**src/rtl/morse_encoder.sv**
```systemverilog
// Morse encoder for letters A..H.
// A Start rising edge loads the selected letter's left-aligned pattern into a
// 12-bit shift register; each Morse unit lasts TICK_COUNT cycles, after which
// the register shifts left and the remaining length is decremented.
// Out is the shift register MSB and Busy is the SEND state. Both come straight
// from flops, so nothing combinational connects the inputs to the outputs.
module morse_encoder #(
  parameter int TICK_COUNT = 25000000
) (
  input  logic       Clock,
  input  logic       Reset,
  input  logic [2:0] Letter,
  input  logic       Start,
  output logic       Out,
  output logic       Busy
);

  localparam int TW = (TICK_COUNT > 1) ? $clog2(TICK_COUNT) : 1;
  localparam logic [TW-1:0] TICK_LAST = TW'(TICK_COUNT - 1);

  typedef enum logic {
    S_IDLE = 1'b0,
    S_SEND = 1'b1
  } state_e;

  state_e        state_q, state_d;
  logic [11:0]   shift_q, shift_d;
  logic [3:0]    len_q, len_d;
  logic [TW-1:0] tick_q, tick_d;
  logic          start_q;

  logic [11:0]   pat_bits;
  logic [3:0]    pat_len;
  logic          start_rise;

  // Pattern table: left-aligned unit stream and its length in units.
  always_comb begin
    pat_bits = 12'h000;
    pat_len  = 4'd0;
    case (Letter)
      3'd0: begin pat_bits = 12'hB80; pat_len = 4'd5;  end // A .-
      3'd1: begin pat_bits = 12'hEA8; pat_len = 4'd9;  end // B -...
      3'd2: begin pat_bits = 12'hEBA; pat_len = 4'd11; end // C -.-.
      3'd3: begin pat_bits = 12'hEA0; pat_len = 4'd7;  end // D -..
      3'd4: begin pat_bits = 12'h800; pat_len = 4'd1;  end // E .
      3'd5: begin pat_bits = 12'hAE8; pat_len = 4'd9;  end // F ..-.
      3'd6: begin pat_bits = 12'hEE8; pat_len = 4'd9;  end // G --.
      3'd7: begin pat_bits = 12'hAA0; pat_len = 4'd7;  end // H ....
      default: begin pat_bits = 12'h000; pat_len = 4'd0; end
    endcase
  end

  // A trigger needs Start high now and low on the previous cycle.
  assign start_rise = Start & ~start_q;

  // Next-state logic: load on a trigger in IDLE, step one unit per terminal tick in SEND.
  always_comb begin
    state_d = state_q;
    shift_d = shift_q;
    len_d   = len_q;
    tick_d  = tick_q;
    case (state_q)
      S_IDLE: begin
        if (start_rise) begin
          shift_d = pat_bits;
          len_d   = pat_len;
          tick_d  = '0;
          state_d = S_SEND;
        end
      end
      S_SEND: begin
        if (tick_q == TICK_LAST) begin
          tick_d = '0;
          if (len_q == 4'd1) begin
            // Last unit done: drop straight to IDLE with nothing left in the register.
            state_d = S_IDLE;
            shift_d = 12'h000;
            len_d   = 4'd0;
          end else begin
            shift_d = {shift_q[10:0], 1'b0};
            len_d   = len_q - 4'd1;
          end
        end else begin
          tick_d = tick_q + 1'b1;
        end
      end
      default: begin
        state_d = S_IDLE;
        shift_d = 12'h000;
        len_d   = 4'd0;
        tick_d  = '0;
      end
    endcase
  end

  // State registers; reset wins over everything, Start history always tracks the input.
  always_ff @(posedge Clock) begin
    if (Reset) begin
      state_q <= S_IDLE;
      shift_q <= 12'h000;
      len_q   <= 4'd0;
      tick_q  <= '0;
      start_q <= 1'b0;
    end else begin
      state_q <= state_d;
      shift_q <= shift_d;
      len_q   <= len_d;
      tick_q  <= tick_d;
      start_q <= Start;
    end
  end

  assign Out  = shift_q[11];
  assign Busy = (state_q == S_SEND);

endmodule
```
**config.mk**
```make
export PLATFORM = sky130hd
export DESIGN_NAME = morse_encoder
export DESIGN_NICKNAME = d
export VERILOG_FILES = /design/src/rtl/morse_encoder.sv
export SDC_FILE = /design/constraint.sdc
export NUM_CORES = 1
export LEC_CHECK = 0
export ABC_AREA = 1
export BUFFER_PORTS_ARGS = -buffer_cell sky130_fd_sc_hd__buf_2
export CAP_MARGIN = 10
export CORE_AREA = 2 2 77 61
export CTS_CLUSTER_SIZE = 14
export DETAILED_ROUTE_END_ITERATION = 10
export DIE_AREA = 0 0 79 63
export PLACE_DENSITY = 0.77
export SLEW_MARGIN = 20
export SYNTH_ARGS = -nofsm -noshare
export SYNTH_HDL_FRONTEND = slang
export SYNTH_SLANG_ARGS = --single-unit
```
**constraint.sdc**
```tcl
create_clock -name Clock -period 1.7 [get_ports Clock]
set_input_delay 0.34 -clock Clock [delete_from_list [all_inputs] [get_ports Clock]]
set_output_delay 0.34 -clock Clock [all_outputs]
set_load 0.1 [all_outputs]
```
After elaboration in Yosys (flattened, before gate mapping) --
Memory sizes are Yosys's and may differ from the RTL's. Cells that the tools add are included.
Operators by class: $add $sub $neg 2, reduce and logical (&&, ||, !) cells 1, bitwise operators 3, equality and inequality tests 4, multiplexer cells 15
Operators by type and width (count):
- $mux 25 | 2
- $pmux 25 s2 | 1
- $mux 12 | 3
- $add 25x1->25 const B | 1
- $eq 25x25->1 const B | 1
- $pmux 12 s2 | 1
- $mux 4 | 3
- $pmux 4 s2 | 1
- $eq 4x1->1 const B | 1
- $sub 4x1->4 const B | 1
- $mux 1 | 3
- $ne 2x1->1 const B | 1
- $ne 2x2->1 const B | 1
- $not 1->1 | 2
- $pmux 1 s2 | 1
- $reduce_and 2->1 | 1
- $and 1x1->1 | 1
Storage, ports and cells: input port bits 6, memory bits (read-only) 96, memories 1, output and inout port bits 2, flip-flop bits (word level) 43, word-level logic and storage cells 31
Memories:
- (name not given) | words 8, width 12, rd ports 1, clocked after Yosys merged registers in 0, write ports 0, line 40 | case (Letter)

Logic depth before layout (Yosys ltp) --
depth in word-level cells 4, gate-level depth with buffers 12, depth with buffers taken out 11

Worst setup path before layout --
OpenSTA, ideal clock, no wires.
path type register to register, start reg state_q, in the netlist Busy, end reg tick_q[15], library setup time 0.132 ns, data arrival time 1.959 ns, slack -0.391 ns, stages on the path, launching flop included 8, period minus slack after synthesis 2.091 ns, buffers on the path 2, data required time 1.568 ns, cell sequence dfxtp_1 -> buf_2 -> inv_1 -> o21ai_2 -> inv_1 -> buf_2 -> nand2_1 -> a21oi_1
Between the ends: cells in the longest elaborated chain, start to end 2, elaborated cells between the ends (all ways) 3, classes of those cells eq/ne (1); mux (1); bitwise (1)
Ends and longest elaborated chain:
- start: declaration | line 26 | state_e state_q, state_d;
- start signal: assignment | line 105 | state_q <= state_d;
- $not 1->1
- $pmux 25 s2 / $ne 2x2->1 (equally long branches)
- end signal: assignment | line 108 | tick_q <= tick_d;
- end: declaration | line 29 | logic [TW-1:0] tick_q, tick_d;
Several ways; a longest one is shown, not always the timed one. A chain may end at the register's enable or synchronous reset.

Worst setup path after layout --
start reg tick_q[1], end reg shift_q[10]
Between the ends: cells in the longest elaborated chain, start to end 3
Ends and longest elaborated chain:
- $eq 25x25->1 | line 72 | if (tick_q == TICK_LAST) begin
- $ne 2x1->1 (no source line)
- $reduce_and 2->1 (no source line)
- end signal: assignment | line 106 | shift_q <= shift_d;
- end: declaration | line 27 | logic [11:0] shift_q, shift_d;
No other way between the ends.

==> flow_metrics.py <==
metrics = {
    "layout": {
        "nets": 418,
        "drive_gt1_frac": 0.153,
        "diodes": 0,
        "num-fill-cells": 401,
        "syn2layout_area_growth_pct": 14.2,
        "finalInstanceArea_sq_um": 2860,
    },
    "floorplanning": {
        "row_count": 21,
        "die_area_sq_um": 4980,
        "fp.dieH_um": 63,
        "io_pins": 8,
        "initial_utilization": 0.588,
        "die_x_um": 79,
        "core_sq_um": 4260,
    },
    "sta": {
        "fin_skew_ns": 0.00698,
        "tightest_slew_ns": 0.484,
        "setup_viol": 0,
        "fin_ws_ns": 0.0896,
        "clock.fmax_mhz": 621,
        "hold_violations": 0,
        "finalMaxSlewViolations": 0,
        "rsz0062_at_grt": "true",
        "period_share": 0.947,
        "holdWs_ns": 0.261,
        "relSlewSlack": 0.680,
        "min_period_ns": 1.61,
    },
    "setup_path": {
        "end_kind": "flip-flop",
        "reg2reg_slack_ns": 0.09,
        "reg2reg_to": "shift_q[10]",
        "start_kind": "flip-flop",
        "path_max_fanout": 6,
        "arrival_ns": 1.85,
        "cpPeakStageDelay_ns": 0.35,
        "critical_path.startpoint": "tick_q[1]",
        "r2r_cells": 10,
        "worst_ep_required_time_ns": 1.94,
        "path_cells": "ha_1, nand2_2, nor2_4, nand2_4, nor2_4, nand2_4, nand2_8, buf_4, nand3_1, a21oi_1",
        "worst-path-stages": 10,
        "critPathBufInv": 1,
        "cpMaxStageDelayCell": "dfxtp_2",
        "r2r-start": "tick_q[1]",
        "critPathCapture": "shift_q[10]",
        "cpLargestDelayFamily": "simple AND/OR/NAND/NOR gates",
        "worstSetupPathType": "reg2reg",
    },
    "placement": {
        "dpl.hpwl_mm": 4.28,
        "pre_cts_ws_ns": -0.131,
        "gp_congestion": 0.889,
        "place_area_sq_um": 2680,
        "numPortBuffers": 7,
    },
    "synth": {
        "ys_warn_count": 0,
        "ys_seq_area_frac": 0.336,
        "netlist_area_sq_um": 2500,
        "synth_ff_type": "dfxtp_1",
        "netlist_instances": 387,
        "synth_nets": 400,
        "synth.area.top_cells": "dfxtp_1, nand2_1, nand3_1, a21oi_1, nor2_1",
        "avgSynthCellArea_sq_um": 6.47,
        "synth_top_area_share": 0.336,
        "synth_top_area_cell": "dfxtp_1",
        "ys_types": 30,
        "synth-seq-cells": 42,
        "synth_edf_count": 0,
        "async_reset_ff_frac": 0,
    },
    "routing": {
        "drc": 0,
        "ant_nets": 0,
        "route.met2.wl_mm": 2.57,
        "firstDrtPassIters": 6,
        "routed_wirelength_mm": 5.95,
        "wl_met3_um": 381,
        "drt_iter0_markers": 209,
        "via_per_inst": 5.38,
        "met1_length_mm": 2.93,
        "vias": 2489,
        "wl_per_cell_um": 12.9,
        "top_layer": "met4",
    },
    "clock_network": {
        "clk_latency_ns": 0.30,
        "path_clk_slew_ns": 0.08,
        "hold_buffers": 0,
        "numCtsBuffers": 5,
        "tritoncts": "built",
        "clock_sinks": 42,
        "cts-root-buf": "clkbuf_8",
        "clockBufferDepth": 2,
        "htree_levels": 2,
    },
    "grt": {
        "grt_pass1_vias": 2232,
        "antenna_found_initial": 0,
        "grt_pass1_wl_mm": 10.1,
        "grt.total_usage": 0.255,
        "grt-ovfl-total": 0,
        "grt_max_degree": 23,
    },
    "min_path": {
        "hold_path_class": "in2reg",
        "hold_path_depth": 3,
    },
    "run_status": {
        "status": "finished, final reports clean",
    },
    "pwr": {
        "ir_drop_mv": 0.664,
        "powerDensity_nw_per_um2": 723,
        "power.total_uw": 2070,
        "p_leak_uw": 0.00115,
    },
    "job": {
        "max-cap-violations": 0,
    },
}
[per-layer routing]
metal,track usage,vias to the layer above
li1,-,1265
met3,0.0506,8
met4,0.0905,0
met1,0.377,1130
met2,0.369,86
met5,0,-
[kinds of logic after synthesis]
| family | Yosys count | share of synthesized area |
|---|---|---|
| AO/OA/AOI/OAI | 51 | 0.112 |
| XOR/XNOR | 10 | 0.0350 |
| adder cells (fa/ha/maj) | 7 | 0.0350 |
| buffers and inverters | 51 | 0.0865 |
| flip-flops | 42 | 0.336 |
| AND/OR/NAND/NOR | 226 | 0.395 |
[registers in the layout, summed over array words and instances (netlist names)]
register,count
len_q,4
start_q,1
shift_q,11
tick_q,25
Busy,1
[worst reg2reg max path: cells and delay by family (launching register included)]
kind | cells | cell delay (ns)
buffers and inverters | 1 | 0.13
AND/OR/NAND/NOR | 7 | 0.76
flip-flops | 1 | 0.35
adder cells (fa/ha/maj) | 1 | 0.17
AO/OA/AOI/OAI | 1 | 0.16
[cells in the mapped netlist, types with 5 or more instances]
library cell  number
a21oi_1           35
buf_2              5
clkbuf_1           5
dfxtp_1           42
ha_1               7
inv_1             36
nand2_1          122
nand3_1           40
nand4_1            5
nor2_1            38
nor2_2             5
o21ai_0            6
xor2_1             8
[through the flow]
stage	std cells	setup TNS [ns]	util
2_1_floorplan	387	0	-
3_3_place_gp	453	-0.142	0.630
3_5_place_dp	453	-0.843	0.630
4_1_cts	461	0	0.655
5_1_grt	463	-0.0956	0.672
6_report	463	0	0.672
[cells in the final DEF, fill, tap and decap left out, types with 6 or more instances in the layout]
master	n
buf_4	15
nor2_1	36
ha_1	7
clkbuf_8	6
xor2_1	8
dfxtp_1	38
nand3_1	40
buf_2	6
a21oi_1	34
inv_1	35
nand2_1	121
[layout make-up]
cell class	count	area, sq um	area share
clock buffers	7	86.3	0.0302
well taps	57	71.3	0.0249
inverters	38	143	0.0499
multi-input cells	294	1500	0.526
repair buffers	24	203	0.0709
clock inverters	1	5.00	0.00175
flip-flops and latches	42	848	0.297
[repair_timing]
item	CTS	global route
resized for setup	2	14
setup buffers	0	2
setup endpoints to repair	14	26
pin swaps	0	6
[where the power goes]
part | total [uW] | switching [uW] | internal, uW
logic | 346 | 224 | 122
clock network | 679 | 352 | 328
registers | 1040 | 24.4 | 1020
total | 2070 | 600 | 1470
[worst min-delay path by stage]
stage	slack [ns]	end	startpoint
floorplan	0.44	shift_q[10]	shift_q[10]
global placement	0.45	shift_q[10]	shift_q[10]
detailed placement	0.46	shift_q[5]	shift_q[5]
CTS	0.26	start_q	Start
global route	0.29	start_q	Start
finish	0.26	start_q	Start
Power figures use the tool's default switching activity.
